===== src/rtl/lane_deskew_ctrl.sv =====
`default_nettype none
// ============================================================================
// Module   : lane_deskew_ctrl
// Brief    : Two-lane COM-symbol deskew controller ahead of the unstriping
//            datapath. Optional error counter: LANE_DESKEW_ERRCNT_EN.
// Revision : 1.0 - initial release
// ============================================================================
module lane_deskew_ctrl #(
    parameter logic [7:0] COM      = 8'hBC,
    parameter int         MAX_SKEW = 3
) (
    input  logic       clk_f,
    input  logic       reset,
    input  logic [7:0] lane_0,
    input  logic [7:0] lane_1,
    input  logic       valid_0,
    input  logic       valid_1,
    output logic [7:0] lane_0_out,
    output logic [7:0] lane_1_out,
    output logic       valid_out,
    output logic       locked,
    output logic [2:0] skew,
    output logic       early_lane,
    output logic       err,
    output logic [7:0] err_count
);

    localparam logic [2:0] c_MAX_SKEW = 3'(MAX_SKEW);
    localparam int         c_TAPS     = MAX_SKEW + 1;

    typedef enum logic [1:0] {
        ST_IDLE   = 2'd0,
        ST_SEARCH = 2'd1,
        ST_WAIT   = 2'd2,
        ST_LOCKED = 2'd3
    } state_t;

    state_t     r_state;
    state_t     w_state_nxt;
    logic [2:0] r_cnt;
    logic [2:0] w_cnt_nxt;
    logic [2:0] r_skew;
    logic [2:0] w_skew_nxt;
    logic       r_early;
    logic       w_early_nxt;
    logic       r_pend;
    logic       w_pend_nxt;
    logic       w_err;

    // {valid, byte}; stage k holds the lane symbol delayed by k+1 cycles
    logic [8:0] r_dly_0 [MAX_SKEW];
    logic [8:0] r_dly_1 [MAX_SKEW];
    logic [8:0] w_tap_0 [c_TAPS];
    logic [8:0] w_tap_1 [c_TAPS];
    logic [8:0] w_early_sym;
    logic [8:0] w_aligned_0;
    logic [8:0] w_aligned_1;

    logic [7:0] r_out_0;
    logic [7:0] r_out_1;
    logic       r_valid_out;

    logic       w_hit_0;
    logic       w_hit_1;
    logic       w_early_hit;
    logic       w_late_hit;
    logic       w_pair_bad;

    assign w_hit_0     = valid_0 && (lane_0 == COM);
    assign w_hit_1     = valid_1 && (lane_1 == COM);
    // r_pend is the lane whose COM opened the current WAIT window
    assign w_early_hit = r_pend ? w_hit_1 : w_hit_0;
    assign w_late_hit  = r_pend ? w_hit_0 : w_hit_1;
    assign w_pair_bad  = r_valid_out && ((r_out_0 == COM) != (r_out_1 == COM));

    always_ff @(posedge clk_f) begin : p_delay
        if (reset) begin
            for (int k = 0; k < MAX_SKEW; k++) begin
                r_dly_0[k] <= '0;
                r_dly_1[k] <= '0;
            end
        end else begin
            r_dly_0[0] <= {valid_0, lane_0};
            r_dly_1[0] <= {valid_1, lane_1};
            for (int k = 1; k < MAX_SKEW; k++) begin
                r_dly_0[k] <= r_dly_0[k-1];
                r_dly_1[k] <= r_dly_1[k-1];
            end
        end
    end

    always_comb begin : p_taps
        w_tap_0[0] = {valid_0, lane_0};
        w_tap_1[0] = {valid_1, lane_1};
        for (int k = 1; k < c_TAPS; k++) begin
            w_tap_0[k] = r_dly_0[k-1];
            w_tap_1[k] = r_dly_1[k-1];
        end
    end

    always_comb begin : p_fsm_nxt
        w_state_nxt = r_state;
        w_cnt_nxt   = r_cnt;
        w_skew_nxt  = r_skew;
        w_early_nxt = r_early;
        w_pend_nxt  = r_pend;
        w_err       = 1'b0;
        case (r_state)
            ST_IDLE: begin
                w_state_nxt = ST_SEARCH;
            end
            ST_SEARCH: begin
                if (w_hit_0 && w_hit_1) begin
                    w_skew_nxt  = 3'd0;
                    w_early_nxt = 1'b0;
                    w_state_nxt = ST_LOCKED;
                end else if (w_hit_0 || w_hit_1) begin
                    w_pend_nxt  = w_hit_1;
                    w_cnt_nxt   = 3'd1;
                    w_state_nxt = ST_WAIT;
                end
            end
            ST_WAIT: begin
                // a repeated early COM (alone or with the late one) breaks the window
                if (w_early_hit) begin
                    w_err       = 1'b1;
                    w_state_nxt = ST_SEARCH;
                end else if (w_late_hit) begin
                    w_skew_nxt  = r_cnt;
                    w_early_nxt = r_pend;
                    w_state_nxt = ST_LOCKED;
                end else if (r_cnt == c_MAX_SKEW) begin
                    w_err       = 1'b1;
                    w_state_nxt = ST_SEARCH;
                end else begin
                    w_cnt_nxt = r_cnt + 3'd1;
                end
            end
            ST_LOCKED: begin
                if (w_pair_bad) begin
                    w_err       = 1'b1;
                    w_state_nxt = ST_SEARCH;
                end
            end
            default: begin
                w_state_nxt = ST_IDLE;
            end
        endcase
    end

    always_ff @(posedge clk_f) begin : p_fsm_reg
        if (reset) begin
            r_state <= ST_IDLE;
            r_cnt   <= 3'd0;
            r_skew  <= 3'd0;
            r_early <= 1'b0;
            r_pend  <= 1'b0;
        end else begin
            r_state <= w_state_nxt;
            r_cnt   <= w_cnt_nxt;
            r_skew  <= w_skew_nxt;
            r_early <= w_early_nxt;
            r_pend  <= w_pend_nxt;
        end
    end

    // Alignment uses the skew being committed, so the COM pair that completes
    // the lock is itself forwarded on the first locked cycle.
    always_comb begin : p_align
        w_early_sym = '0;
        for (int k = 0; k < c_TAPS; k++) begin
            if (w_skew_nxt == 3'(k)) begin
                w_early_sym = w_early_nxt ? w_tap_1[k] : w_tap_0[k];
            end
        end
        w_aligned_0 = w_early_nxt ? w_tap_0[0] : w_early_sym;
        w_aligned_1 = w_early_nxt ? w_early_sym : w_tap_1[0];
    end

    always_ff @(posedge clk_f) begin : p_out
        if (reset || (w_state_nxt != ST_LOCKED)) begin
            r_out_0     <= 8'h00;
            r_out_1     <= 8'h00;
            r_valid_out <= 1'b0;
        end else begin
            r_out_0     <= w_aligned_0[7:0];
            r_out_1     <= w_aligned_1[7:0];
            r_valid_out <= w_aligned_0[8] && w_aligned_1[8];
        end
    end

    assign lane_0_out = reset ? 8'h00 : r_out_0;
    assign lane_1_out = reset ? 8'h00 : r_out_1;
    assign valid_out  = r_valid_out && !reset;
    assign locked     = (r_state == ST_LOCKED) && !reset;
    assign skew       = r_skew;
    assign early_lane = r_early;
    assign err        = w_err && !reset;

`ifdef LANE_DESKEW_ERRCNT_EN
    logic [7:0] r_err_count;

    always_ff @(posedge clk_f) begin : p_errcnt
        if (reset) begin
            r_err_count <= 8'h00;
        end else if (w_err && (r_err_count != 8'hFF)) begin
            r_err_count <= r_err_count + 8'd1;
        end
    end

    assign err_count = reset ? 8'h00 : r_err_count;
`else
    assign err_count = 8'h00;
`endif

endmodule

`default_nettype wire


===== config.mk =====
export PLATFORM = sky130hd
export DESIGN_NAME = lane_deskew_ctrl
export DESIGN_NICKNAME = d
export VERILOG_FILES = /design/src/rtl/lane_deskew_ctrl.sv
export SDC_FILE = /design/constraint.sdc
export NUM_CORES = 1
export LEC_CHECK = 0
export BUFFER_PORTS_ARGS = -buffer_cell sky130_fd_sc_hd__buf_2
export CORE_MARGIN = 2
export CORE_UTILIZATION = 61
export CTS_CLUSTER_SIZE = 14
export DETAILED_ROUTE_END_ITERATION = 8
export MAX_ROUTING_LAYER = met4
export PLACE_DENSITY = 0.91
export SLEW_MARGIN = 20
export SYNTH_ARGS = -nofsm -noshare
export SYNTH_HDL_FRONTEND = slang
export SYNTH_SLANG_ARGS = --single-unit

===== constraint.sdc =====
create_clock -name clk_f -period 7.1 [get_ports clk_f]
set_input_delay 0.355 -clock clk_f [delete_from_list [all_inputs] [get_ports clk_f]]
set_output_delay 0.355 -clock clk_f [all_outputs]
set_load 0.01 [all_outputs]

[After elaboration in Yosys (flattened, before gate mapping)]
Memory sizes are Yosys's and may differ from the RTL's.
Cells that the tools add are included.
Operators by class
  $add $sub $neg: 1
  eq/ne operators: 18
  multiplexer cells: 49
  bitwise operators: 7
  reductions and logical operators: 16
Operator list (count)
  two-way mux 9 bit: 16
  equality test 8 bit (second input constant): 4
  two-way mux 3 bit: 8
  two-way mux 8 bit: 2
  two-way mux 1 bit: 12
  two-way mux 2 bit: 6
  inequality test 2 bit (second input constant): 6
  one-hot mux 3 bit (2 select lines): 2
  equality test 3 x 2 -> 1 bit (second input constant): 3
  logical AND 1 bit: 8
  one-hot mux 2 bit (4 select lines): 1
  OR 1 bit: 6
  AND reduction 6 bit: 1
  equality test 2 bit (second input constant): 2
  one-hot mux 1 bit (2 select lines): 2
  adder 3 x 1 -> 3 bit (second input constant): 1
  equality test 3 x 1 -> 1 bit (second input constant): 1
  zero test 3 bit: 1
  AND reduction 3 bit: 1
  equality test 2 x 1 -> 1 bit (second input constant): 1
  zero test 2 bit: 1
  logical OR 1 bit: 2
  nonzero test 2 bit: 1
  zero test 1 bit: 1
  other kinds (2): 2
Word-level totals
  flip-flop bits (word level): 27
  memory bits (writable): 54
  bits of input ports: 20
  output and inout bits: 31
  memories kept: 2
Memory list
  r_dly_0: depth 3, bits a word 9, read ports 3, clocked after Yosys merged registers in 0, wr ports 3, RTL line 51  | logic [8:0] r_dly_0 [MAX_SKEW];
  r_dly_1: depth 3, bits a word 9, read ports 3, clocked after Yosys merged registers in 0, wr ports 3, RTL line 52  | logic [8:0] r_dly_1 [MAX_SKEW];

[Logic depth before layout (Yosys ltp)]
  word-level depth: 13
  mapped depth: 12
  mapped depth without buffers: 10

[Worst setup path before layout]
Ideal clock, no wire load.
  kind: input-to-reg
  from: in lane_1[0]
  to: reg r_out_0[5]
  arrival: 2662 ps
  data required time: 7014 ps
  path slack: 4353 ps
  stages on the path: 10
  buffers on the path: 2
  cell sequence: or3b_1 or3_1 buf_6 a22oi_4 nor3_2 a221o_1 buf_6 and3_1 o32a_1 a211oi_1
Between the ends
  cells in the longest elaborated chain, start to end: 12
  elaborated cells between the ends (all ways): 34
  classes of those cells: eq/ne (5); mux (24); reduce/logical (5)
RTL lines
  start: declaration: RTL line 15  | input logic [7:0] lane_1,
  equality test 8 bit *: RTL line 70  | assign w_hit_1 = valid_1 && (lane_1 == COM);
  logical AND 1 bit *: RTL line 70
  two-way mux 1 bit: RTL line 73  | assign w_late_hit = r_pend ? w_hit_0 : w_hit_1;
  two-way mux 3 bit / two-way mux 1 bit (equally long branches): RTL line 128  | end else if (w_late_hit) begin
  two-way mux 3 bit / two-way mux 1 bit (equally long branches): RTL line 125  | if (w_early_hit) begin
  one-hot mux 3 bit (2 select lines) / one-hot mux 1 bit (2 select lines) (equally long branches): RTL line 108  | case (r_state)
  zero test 3 bit / two-way mux 9 bit (equally long branches): RTL line 172, 173
  two-way mux 9 bit (4 in series): RTL line 172  | if (w_skew_nxt == 3'(k)) begin
  two-way mux 9 bit: RTL line 176  | w_aligned_0 = w_early_nxt ? w_tap_0[0] : w_early_sym;
  end signal: assignment: RTL line 186  | r_out_0 <= w_aligned_0[7:0];
  end: declaration: RTL line 59  | logic [7:0] r_out_0;
Mark *: on every way between the ends. The rest lies on a longest branch, timed or not.
A chain may end at the register's enable or synchronous reset.

[Worst setup path in the final report]
  from: reg r_pend
  to: reg r_out_1[4]
Between the ends
  cells in the longest elaborated chain, start to end: 10
  elaborated cells between the ends (all ways): 26
  classes of those cells: eq/ne (4); mux (20); reduce/logical (2)
RTL lines
  start: declaration: RTL line 46  | logic r_pend;
  start signal: assignment: RTL line 163  | r_pend <= w_pend_nxt;
  two-way mux 1 bit: RTL line 73
  two-way mux 3 bit / two-way mux 1 bit (equally long branches): RTL line 128
  two-way mux 3 bit / two-way mux 1 bit (equally long branches): RTL line 125
  one-hot mux 3 bit (2 select lines) / one-hot mux 1 bit (2 select lines) (equally long branches): RTL line 108
  zero test 3 bit / two-way mux 9 bit (equally long branches): RTL line 172, 173
  two-way mux 9 bit (4 in series): RTL line 172
  two-way mux 9 bit: RTL line 177  | w_aligned_1 = w_early_nxt ? w_early_sym : w_tap_1[0];
  end signal: assignment: RTL line 187  | r_out_1 <= w_aligned_1[7:0];
  end: declaration: RTL line 60  | logic [7:0] r_out_1;
Parallel ways exist; a longest one is shown, timed or not.

==> impl_metrics.csv <==
group,metric,value,unit
detailed_routing,drc,0,
timing,fmax,295.5,MHz
detailed_routing,antenna_left,0,
timing,rsz0062_at_grt,"false",
timing,worst_pin_slew,0.7904,ns
synthesis,yosysSeqAreaShare,0.4348,
critical_path,crit_arrival,3.62,ns
placement,port_buffers,42,
grt,grt_pass1_wl,13.39,mm
timing,min_period,3.384,ns
grt,grtUsageTotal,0.2727,
flow_run,drv_cap,0,
critical_path,crit_path_max_fanout,50,
critical_path,critPathRequiredTime,7.33,ns
grt,grt_pass1_vias,2716,
cells_and_area,area_growth,11.20,%
power,p_leak,0.001623,uW
placement,place_area,3896,um^2
timing,finalClockSkew,0.01173,ns
clock_tree,cts.clk_slew.worst_paths,0.09,ns
floorplanning,coreArea,5921,um^2
cells_and_area,design_area,4148,um^2
floorplanning,initial_core_util,0.6300,
floorplanning,die_h,82.20,um
power,p_per_area,226.9,nW/um^2
critical_path,endpoint_kind,"flop",
floorplanning,pin_count,51,
cells_and_area,drive_gt1_frac,0.1709,
clock_tree,cts_resized,0,
clock_tree,clock_path_buffers,2,
clock_tree,clk_latency,0.36,ns
detailed_routing,wl_per_cell,16.46,um
clock_tree,cts_tree,"yes",
timing,setup_viol,0,
grt,grt_start_max_net_pins,85,
synthesis,synth-async-reset-ratio,0,
critical_path,start_kind,"flop",
synthesis,yosys_register_bits,81,
grt,grt_overflow,0,
detailed_routing,vias,3038,
synthesis,synth_ff_type,"dfxtp_1",
synthesis,syn_inst,401,
synthesis,yosys-top-cells-area,"dfxtp_1 43%, nor2b_1 13%, mux2i_1 4.6%",
placement,detailed_place_hpwl,5.631,mm
timing,min_period_over_period,0.4766,
grt,antenna_found_initial,0,
clock_tree,htree_levels,3,
run_status,run_status,"complete, no violations",
floorplanning,num_rows,28,
timing,drv_slew,0,
floorplanning,die_width,82.20,um
cells_and_area,multi_input_area,1937,um^2
timing,slew_headroom,0.4730,
cells_and_area,finalNetCount,455,
synthesis,synth-edff-count,0,
clock_tree,cts_sinks,81,
synthesis,yosys.area.top_type,"dfxtp_1",
detailed_routing,dr.first_iter.drc_count,262,
synthesis,synth_cell_type_count,55,
placement,gp_congestion,0.9000,
synthesis,synth_area,3730,um^2
synthesis,synth_top_cell_area_share,0.4348,
detailed_routing,detail_route.first_pass.iterations,5,
clock_tree,cts_buffers,9,
worst_hold_path,min_path_type,"input pin to flop",
power,ir_drop,0.1881,mV
synthesis,yosysWarningCount,0,
clock_tree,hold_buffers,0,
cells_and_area,diodes,0,
clock_tree,root_buffer,"clkbuf_8",
detailed_routing,vias_per_cell,5.980,
timing,fin_setup_tns,0,ns
detailed_routing,wl,8.362,mm
critical_path,criticalPathCategory,"flop to flop",
synthesis,synth_area_per_cell,9.301,um^2
timing,hold_viol,0,
cells_and_area,ff_latch_area,1622,um^2
clock_tree,cts_setup_buffers,0,
cells_and_area,nFillCells,463,
floorplanning,die-area,6756,um^2
==> layout make-up <==
class | count | area share
clock buffers | 10 | 0.03318
clock inverters | 6 | 0.02745
inverters | 5 | 0.004525
multi-input cells | 287 | 0.4670
flip-flops and latches | 81 | 0.3910
well taps | 75 | 0.02262
repair buffers | 44 | 0.05430
==> layer usage <==
layer | routed length (um) | GRT usage | up-vias
met3 | 654 | 0.05543 | 18
met2 | 4008 | 0.4121 | 148
met1 | 3573 | 0.3555 | 1431
met4 | 126 | 0.1167 | 0
li1 | - | - | 1441
met5 | 0 | - | -
==> registers in the layout (all words and copies together), names as in the netlist <==
| signal | count |
|---|---|
| r_dly_0 | 27 |
| r_dly_1 | 27 |
| r_out_0 | 8 |
| r_out_1 | 8 |
| r_cnt | 3 |
| skew | 3 |
| r_state | 2 |
| early_lane | 1 |
| r_pend | 1 |
| r_valid_out | 1 |
==> per-stage QoR <==
step                        util  cells  total power (uW)  setup WS [ns]  hold WS, ns
after floorplan                -    408             518.2          4.353       0.4291
after global placement    0.6581    492             530.4          3.672       0.4340
after detailed placement  0.6581    492             532.8          3.599       0.4500
after CTS                 0.7005    508             944.0          3.856       0.2353
after global routing      0.7005    508             970.2          3.611       0.2637
final                     0.7005    508             941.0          3.716       0.2514
==> cell usage after synthesis (all sizes together) (2+ instances only) <==
master	count
a211oi	7
a21o	3
a21oi	8
a221o	2
a22oi	2
a311o	6
a311oi	12
a31oi	2
and3	10
buf	18
clkbuf	17
dfxtp	81
ha	7
inv	5
mux2	6
mux2i	17
nand2	42
nand2b	3
nand3	5
nand4	3
nand4b	3
nor2	24
nor2b	75
nor3	2
nor4	5
o211ai	3
o21ai	7
o22a	6
or3	2
==> kinds of logic after synthesis <==
logic type | Yosys count | share of synthesized area
other | 1 | 0.001005
adder cells (fa/ha/maj) | 7 | 0.02348
AND/OR/NAND/NOR | 181 | 0.2680
XOR/XNOR | 1 | 0.002349
AO/OA/AOI/OAI | 67 | 0.1496
multiplexers | 23 | 0.06474
buffers and inverters | 40 | 0.05602
flip-flops | 81 | 0.4348
==> layout by cell type, fill, tap and decap left out, types with 2 or more instances in the layout <==
master	n
and3_1	10
a211oi_1	7
o21ai_0	6
mux2i_1	17
or3_1	2
nand3_1	5
bufinv_16	3
inv_1	5
a311o_1	6
nand4b_1	3
dfxtp_1	81
nand4_1	3
nor3_2	2
o211ai_1	3
nor2_1	24
nand2b_1	3
a221o_1	2
nand2_1	42
ha_1	7
buf_4	2
a31oi_1	2
nor4_1	4
nor2b_1	75
clkbuf_8	10
a311oi_1	12
a21oi_1	8
clkinvlp_4	2
buf_2	42
conb_1	8
a21o_1	3
mux2_2	4
o22a_1	6
==> worst max-delay path, cell delays in order (launching register included) <==
cell,delay [ns]
dfxtp_1,0.53
nand2b_1,0.10
nor4_1,0.56
a21oi_1,0.28
o21ai_4,0.19
buf_4,0.52
mux2i_1,0.17
mux2_1,0.32
o211a_1,0.23
a211oi_1,0.34
==> path summary, 6_finish.rpt <==
path,startpoint,to,slack (ns),cells after the start
min,lane_1[0],r_dly_1[0][0],0.25,2
max,r_pend,r_out_1[4],3.72,9
max reg2reg,r_pend,r_out_1[4],3.72,9
min reg2reg,r_dly_1[0][9],r_dly_1[0][18],0.46,1
==> power by group <==
part	switching, uW	internal (uW)	total (uW)	leakage [uW]
Clock	173	244	418	0.000119
Combinational	30.6	20.7	51.3	0.000841
Sequential	5.34	467	472	0.000662
No activity file was read; power rests on OpenSTA's default activity.
